**src/rtl/flash_read_controller.sv**
```systemverilog
// flash_read_controller: SPI mode-0 serial flash reader (command, 24-bit address, dummy bytes, byte-wise read)
// Ports: clk_in/reset_in clock and sync reset; FLASH_enable holds a session open; FLASH_data_out/flash_addr
// command and start address latched at session start; FLASH_continue_read requests the next byte;
// FLASH_data_in last byte read, valid while FLASH_busy=0; spi_cs_n/spi_sck/spi_mosi/spi_miso flash pins.
module flash_read_controller #(
  parameter int CLK_DIV     = 2,
  parameter int DUMMY_BYTES = 0
) (
  input  logic        clk_in,
  input  logic        reset_in,
  input  logic        FLASH_enable,
  input  logic [7:0]  FLASH_data_out,
  input  logic [23:0] flash_addr,
  input  logic        FLASH_continue_read,
  output logic [7:0]  FLASH_data_in,
  output logic        FLASH_busy,
  output logic        spi_cs_n,
  output logic        spi_sck,
  output logic        spi_mosi,
  input  logic        spi_miso
);
  localparam logic [2:0] IDLE  = 3'd0;
  localparam logic [2:0] CMD   = 3'd1;
  localparam logic [2:0] ADDR  = 3'd2;
  localparam logic [2:0] DUMMY = 3'd3;
  localparam logic [2:0] READ  = 3'd4;
  localparam logic [2:0] WAIT  = 3'd5;
  localparam logic [2:0] STOP  = 3'd6;
  localparam logic [8:0] DIV_LD  = 9'(CLK_DIV - 1);
  localparam logic [8:0] STOP_LD = 9'(2 * CLK_DIV - 1);
  localparam logic [3:0] LAST_PRE = 4'(DUMMY_BYTES + 2);
  logic [2:0]  state;
  logic [8:0]  div;
  logic [2:0]  bit_cnt;
  logic [3:0]  byte_cnt;
  logic [7:0]  tx;
  logic [7:0]  rx;
  logic [23:0] addr;
  // mosi comes straight from the transmit register's MSB, so it stays a registered output
  assign spi_mosi = tx[7];
  always_ff @(posedge clk_in) begin
    if (reset_in) begin
      state         <= IDLE;
      spi_cs_n      <= 1'b1;
      spi_sck       <= 1'b0;
      tx            <= 8'h00;
      rx            <= 8'h00;
      addr          <= 24'h0;
      FLASH_busy    <= 1'b1;
      FLASH_data_in <= 8'h00;
      div           <= 9'd0;
      bit_cnt       <= 3'd0;
      byte_cnt      <= 4'd0;
    end else if (state == IDLE) begin
      if (FLASH_enable) begin
        state    <= CMD;
        spi_cs_n <= 1'b0;
        tx       <= FLASH_data_out;
        addr     <= flash_addr;
        div      <= DIV_LD;
        bit_cnt  <= 3'd7;
        byte_cnt <= 4'd0;
      end
    end else if (state == STOP) begin
      if (div == 9'd0) state <= IDLE;
      else div <= div - 1'b1;
    end else if (!FLASH_enable) begin
      // abort beats everything else, including a simultaneous continue pulse
      state      <= STOP;
      spi_cs_n   <= 1'b1;
      spi_sck    <= 1'b0;
      FLASH_busy <= 1'b1;
      tx         <= 8'h00;
      div        <= STOP_LD;
    end else if (state == WAIT) begin
      if (FLASH_continue_read) begin
        state      <= READ;
        FLASH_busy <= 1'b1;
        div        <= DIV_LD;
        bit_cnt    <= 3'd7;
      end
    end else if (div != 9'd0) begin
      div <= div - 1'b1;
    end else begin
      div     <= DIV_LD;
      spi_sck <= !spi_sck;
      if (!spi_sck) begin
        // miso is taken on the cycle the rising edge is launched
        if (state == READ) rx <= {rx[6:0], spi_miso};
      end else if (bit_cnt != 3'd0) begin
        bit_cnt <= bit_cnt - 1'b1;
        tx      <= {tx[6:0], 1'b0};
      end else begin
        bit_cnt <= 3'd7;
        if (state == CMD || (state == ADDR && byte_cnt != 4'd2)) begin
          state    <= ADDR;
          tx       <= addr[23:16];
          addr     <= {addr[15:0], 8'h00};
          byte_cnt <= (state == CMD) ? 4'd0 : byte_cnt + 1'b1;
        end else if (state == ADDR || state == DUMMY) begin
          // byte_cnt keeps running through the dummy bytes after the three address bytes
          tx       <= 8'h00;
          byte_cnt <= byte_cnt + 1'b1;
          state    <= (byte_cnt == LAST_PRE) ? READ : DUMMY;
        end else begin
          state         <= WAIT;
          FLASH_data_in <= rx;
          FLASH_busy    <= 1'b0;
        end
      end
    end
  end
endmodule

```
**config.mk**
```make
export PLATFORM = sky130hd
export DESIGN_NAME = flash_read_controller
export DESIGN_NICKNAME = d
export VERILOG_FILES = /design/src/rtl/flash_read_controller.sv
export SDC_FILE = /design/constraint.sdc
export NUM_CORES = 1
export LEC_CHECK = 0
export ABC_AREA = 1
export CORE_ASPECT_RATIO = 1.5
export CORE_UTILIZATION = 35
export CTS_CLUSTER_SIZE = 14
export DETAILED_ROUTE_END_ITERATION = 8
export PLACE_DENSITY = 0.54
export SLEW_MARGIN = 15
export SYNTH_ARGS = -nofsm -noshare
export SYNTH_HDL_FRONTEND = slang
export SYNTH_SLANG_ARGS = --single-unit
```
**constraint.sdc**
```tcl
create_clock -name clk_in -period 1.8 [get_ports clk_in]
set_input_delay 0.45 -clock clk_in [delete_from_list [all_inputs] [get_ports clk_in]]
set_output_delay 0.45 -clock clk_in [all_outputs]
set_load 0.02 [all_outputs]
```
# --- Yosys cells after proc, flatten, opt, wreduce, memory -nomap -nowiden ---
# Cells that the tools add are included.
op_classes:
  addsub: 3
  n_eq_ne: 34
  muxes: 75
  bitwise_logic: 8
  reduce_logical: 24
op_table:
  columns: ["cell", "n"]
  rows:
  - ["$mux 24", 9]
  - ["$mux 8", 10]
  - ["$mux 9", 8]
  - ["$mux 3", 22]
  - ["$mux 4", 11]
  - ["$ne 3x3->1 const B", 10]
  - ["$reduce_and 8->1", 3]
  - ["$reduce_and 6->1", 3]
  - ["$mux 1", 15]
  - ["$ne 5x5->1 const B", 3]
  - ["$ne 2x2->1 const B", 7]
  - ["$ne 5x1->1 const B", 2]
  - ["$eq 3x3->1 const B", 3]
  - ["$logic_not 9->1", 1]
  - ["$reduce_and 9->1", 1]
  - ["$reduce_bool 3->1", 3]
  - ["$reduce_bool 9->1", 1]
  - ["$sub 9x1->9 const B", 1]
  - ["$not 1->1", 8]
  - ["$reduce_and 7->1", 1]
  - ["$eq 3x2->1 const B", 2]
  - ["$ne 3x1->1 const B", 2]
  - ["$reduce_and 3->1", 2]
  - ["$reduce_bool 2->1", 3]
  - ["12 further kinds", 13]
totals:
  register_bits: 70
  wordCells: 155

# --- Longest topological paths before layout ---
depth:
  word_depth: 11
  depth_mapped: 12

# --- Worst setup path before layout ---
# No wires, ideal clock.
synth_timing:
  path_kind: "register -> register"
  startpoint: "reg div[0]"
  endpoint: "reg addr[20]"
  arrival_ps: 1505
  t_required_ps: 1687
  slack_ps: 183
  stages_incl_launch_ff: 12
  cell_sequence: "dfxtp_1 > inv_1 > ha_1 > nand2_1 > nor2_1 > nand3_1 > nand2_1 > nand3_2 > buf_6 > buf_6 > nor2_1 > nor2_1"
synth_between:
  elab_chain_len: 3
synth_rtl:
  columns: ["element", "line", "source"]
  rows:
  - ["start: declaration", "33", "logic [8:0] div;"]
  - ["start signal: assignment", "66", "else div <= div - 1'b1;"]
  - ["start signal: assignment", "83", "div <= div - 1'b1;"]
  - ["$reduce_bool 9->1", "82", "end else if (div != 9'd0) begin"]
  - ["$ne 2x2->1 (no source line)", null, null]
  - ["$reduce_and 8->1 (no source line)", null, null]
  - ["end signal: assignment", "59", "addr <= flash_addr;"]
  - ["end signal: assignment", "98", "addr <= {addr[15:0], 8'h00};"]
  - ["end: declaration", "38", "logic [23:0] addr;"]
# Every way passes these cells.
# A chain may end at the register's enable or synchronous reset.

# --- Worst setup path after layout ---
layout_timing:
  startpoint: "reg spi_cs_n"
  endpoint: "out spi_cs_n"
layout_rtl:
  columns: ["element", "line", "source"]
  rows:
  - ["start: declaration", "17", "output logic spi_cs_n,"]
  - ["start signal: assignment", "44", "spi_cs_n <= 1'b1;"]
  - ["start signal: assignment", "57", "spi_cs_n <= 1'b0;"]
  - ["start signal: assignment", "70", "spi_cs_n <= 1'b1;"]
# No word-level cell between the ends.

==> flow_results.xml <==
<?xml version="1.0" encoding="UTF-8"?>
<metrics>
  <group name="outcome">
    <metric name="outcome" unit="">finished clean</metric>
  </group>
  <group name="layout">
    <metric name="area_growth_syn_to_layout" unit="%">34.0</metric>
    <metric name="fin_nets" unit="">745</metric>
    <metric name="mostFrequentLayoutCell" unit="">nand2_1</metric>
    <metric name="final_design_area_no_fill" unit="um^2">5140</metric>
    <metric name="antenna_cells" unit="">0</metric>
    <metric name="final_util" unit="%">48.3</metric>
    <metric name="post_route_cells_drive_above_1_share" unit="%">13.7</metric>
    <metric name="most-common-layout-cells" unit="">nand2_1 (219), nor2_1 (110), dfxtp_1 (70)</metric>
    <metric name="fillerInstances" unit="">1106</metric>
  </group>
  <group name="drt">
    <metric name="detail_route.first_pass.iterations" unit="">4</metric>
    <metric name="wire_per_inst" unit="um">11.5</metric>
    <metric name="routed-via-count" unit="">3874</metric>
    <metric name="drc_errors" unit="">0</metric>
    <metric name="route.final.wire_length" unit="mm">9.76</metric>
    <metric name="post_drt_via_cell_ratio" unit="">4.55</metric>
    <metric name="number_of_drc_markers_after_the_initial_detailed_route_iteration" unit="">125</metric>
    <metric name="antenna_violating_nets_left" unit="">0</metric>
  </group>
  <group name="sta">
    <metric name="finalCritPeriodShare" unit="%">96.0</metric>
    <metric name="clock_skew" unit="ns">0.00533</metric>
    <metric name="timing.final.ws_setup" unit="ns">0.0728</metric>
    <metric name="max-slew-margin-rel" unit="%">76.7</metric>
    <metric name="final-max-slew-violation-count" unit="">0</metric>
    <metric name="worst_slew_pin_slew" unit="ns">0.347</metric>
    <metric name="finalSetupViolations" unit="">0</metric>
    <metric name="setup_total_negative_slack" unit="ns">0</metric>
    <metric name="final_period_minus_worst_setup_slack" unit="ns">1.73</metric>
    <metric name="fmax" unit="MHz">579</metric>
    <metric name="finalHoldViolCount" unit="">0</metric>
  </group>
  <group name="placed_design">
    <metric name="gp_congestion" unit="">0.863</metric>
    <metric name="dp_slack" unit="ns">-0.268</metric>
    <metric name="port_buffers" unit="">48</metric>
    <metric name="detailed_place_hpwl" unit="mm">6.86</metric>
    <metric name="placed_area" unit="um^2">4730</metric>
  </group>
  <group name="power_and_ir_drop">
    <metric name="power_switching_share" unit="%">43.5</metric>
    <metric name="power_switching" unit="mW">3.73</metric>
    <metric name="report.power.total" unit="mW">8.58</metric>
    <metric name="power.ir.vdd_worst" unit="mV">0.727</metric>
    <metric name="sequential_group_share_of_total_power" unit="%">25.6</metric>
    <metric name="cellLeakagePower" unit="nW">2.47</metric>
    <metric name="cell_internal_power_dissipation" unit="mW">4.84</metric>
    <metric name="clock_power_share" unit="%">20.7</metric>
    <metric name="comb_power_share" unit="%">53.6</metric>
    <metric name="power_density" unit="nW/um^2">1670</metric>
  </group>
  <group name="floorplan">
    <metric name="core" unit="um^2">10600</metric>
    <metric name="rows" unit="">46</metric>
    <metric name="top_level_ports" unit="">49</metric>
    <metric name="die_area" unit="um^2">11400</metric>
    <metric name="die_w" unit="um">87.5</metric>
    <metric name="initial_utilization" unit="%">36.0</metric>
    <metric name="dieHeight" unit="um">130</metric>
  </group>
  <group name="global_route">
    <metric name="grt_first_pass_wirelength" unit="mm">16.5</metric>
    <metric name="grt_max_degree" unit="">53</metric>
    <metric name="global_route.overflow_total" unit="">0</metric>
    <metric name="grt_pass1_vias" unit="">3635</metric>
    <metric name="track_usage" unit="%">18.5</metric>
    <metric name="antenna_found_initial" unit="">0</metric>
  </group>
  <group name="clock_tree">
    <metric name="hold_buffers" unit="">0</metric>
    <metric name="tritoncts_clock_tree" unit="">done</metric>
    <metric name="root_buffer_master" unit="">clkbuf_16</metric>
    <metric name="worstSkewPairLatency" unit="ns">0.33</metric>
    <metric name="cts.sinks" unit="">70</metric>
    <metric name="clock_tree.buffer_depth" unit="">2</metric>
    <metric name="numCtsBuffers" unit="">9</metric>
    <metric name="clk_pin_slew_worst_paths" unit="ns">0.06</metric>
    <metric name="cts_htree_levels" unit="">3</metric>
  </group>
  <group name="setup_path">
    <metric name="crit-reg2reg-launch" unit="">div[1]</metric>
    <metric name="worst-r2r-cell-count" unit="">9</metric>
    <metric name="cpPeakStageDelay" unit="ns">0.61</metric>
    <metric name="crit_path_cell_trace" unit="">clkdlybuf4s50_1</metric>
    <metric name="endpoint_kind" unit="">output port</metric>
    <metric name="crit_fanout" unit="">2</metric>
    <metric name="timing.critical_path.required" unit="ns">1.35</metric>
    <metric name="endpoint_of_the_lowest_slack_register_to_register_path" unit="">rx[2]</metric>
    <metric name="path_buf_inv" unit="">1</metric>
    <metric name="startpoint_type" unit="">flop</metric>
    <metric name="worst-endpoint-arrival" unit="ns">1.28</metric>
    <metric name="timing.critical_path.max_delay_family" unit="">buffers and inverters</metric>
    <metric name="setup.worst_path.class" unit="">reg -&gt; out</metric>
    <metric name="worst_path_max_delay_cell" unit="">clkdlybuf4s50_1</metric>
    <metric name="r2r_setup_slack" unit="ns">0.11</metric>
  </group>
  <group name="min_path">
    <metric name="path_type_of_the_worst_min_delay_path" unit="">reg -&gt; reg</metric>
    <metric name="holdPathStages" unit="">2</metric>
    <metric name="min-delay-start" unit="">FLASH_busy</metric>
    <metric name="hold_path_end" unit="">FLASH_busy</metric>
  </group>
  <group name="synthesis">
    <metric name="netlist_top_cells_area" unit="">dfxtp_1 (37%), nand2_1 (22%), nor2_1 (11%)</metric>
    <metric name="synth.top_cell.area_share" unit="%">36.5</metric>
    <metric name="yosys_warnings" unit="">0</metric>
    <metric name="cell_area_after_technology_mapping" unit="um^2">3840</metric>
    <metric name="average_cell_area_after_synthesis" unit="um^2">6.17</metric>
    <metric name="synth_area_leader_cell" unit="">dfxtp_1</metric>
    <metric name="ys_seq_elements" unit="">70</metric>
    <metric name="postSynthCellCount" unit="">622</metric>
    <metric name="synth-seq-area-share" unit="%">36.5</metric>
    <metric name="postSynthNetCount" unit="">664</metric>
    <metric name="synth.distinct_cells" unit="">31</metric>
  </group>
  <group name="flow_run">
    <metric name="cap_violations" unit="">0</metric>
  </group>
</metrics>
## metrics by stage
stage,hold slack [ns],instances
global route,0.480,852
floorplan,0.440,622
CTS,0.462,849
detailed placement,0.447,832
global placement,0.451,832
finish,0.461,852
## area by class of cell
class	instances	area [um^2]	share of cell area, %
well taps	144	180	3.51
clock buffers	9	225	4.38
inverters	66	250	4.87
repair buffers	91	866	16.8
multi-input cells	465	2140	41.7
flip-flops and latches	70	1400	27.3
clock inverters	7	73.8	1.44
## synthesized netlist by cell type (all sizes together)
master / count
nand2: 227
nor2: 117
dfxtp: 70
inv: 65
nand3: 41
a21oi: 32
nand4: 14
o21ai: 14
buf: 13
clkbuf: 10
ha: 5
nor3: 3
xnor2: 3
nand3b: 2
or2: 2
a211oi: 1
a21boi: 1
clkinv: 1
o211ai: 1
## flip-flops by register name (all words and copies together), names as in the netlist, 3 cells and up
register / count
FLASH_data_in: 8
tx: 8
state: 3
bit_cnt: 3
rx: 8
div: 9
addr: 24
byte_cnt: 4
## metal layers
layer	vias to the layer above	global-route usage, %	share of wire, %
met5	-	0	0
met4	0	6.17	1.4
met3	8	4.11	3.7
met2	73	34.1	53
met1	1710	20.8	42
li1	2083	-	-
## cell families after synthesis
kind of cell	count (synthesis)	share of synthesized area (%)
xor+xnor	3	0.685
compound gates	49	6.88
fa+ha+maj	5	1.63
buf+inv	89	10.0
simple gates	406	44.3
flops	70	36.5
## worst max-delay path by stage
stage            startpoint                to  slack, ns  depth (start not counted)
6_report           spi_cs_n          spi_cs_n       0.07                          1
5_1_grt        FLASH_enable  FLASH_data_in[5]     -0.003                         10
4_1_cts              div[1]          addr[12]       0.01                         10
3_5_place_dp   FLASH_enable            div[4]      -0.27                         12
3_3_place_gp   FLASH_enable            div[4]      -0.25                         12
2_1_floorplan        div[0]          addr[20]       0.18                         11
## repair_timing
action,CTS,global route
cloned,1,2
endpoints found under the setup margin,9,66
setup buffers,0,1
pin swaps,1,5
endpoints found under the hold margin,0,0
gates resized for setup,2,22
## power groups by stage
| stage | clock network, mW | logic [mW] | registers [mW] |
|---|---|---|---|
| final | 1.78 | 4.60 | 2.20 |
| after global routing | 1.89 | 5.23 | 2.26 |
| after CTS | 1.82 | 4.42 | 2.20 |
| after detailed placement | 0 | 4.36 | 2.23 |
| after global placement | 0 | 4.34 | 2.23 |
| after floorplan | 0 | 2.99 | 2.22 |
Power figures use the tool's default switching activity.
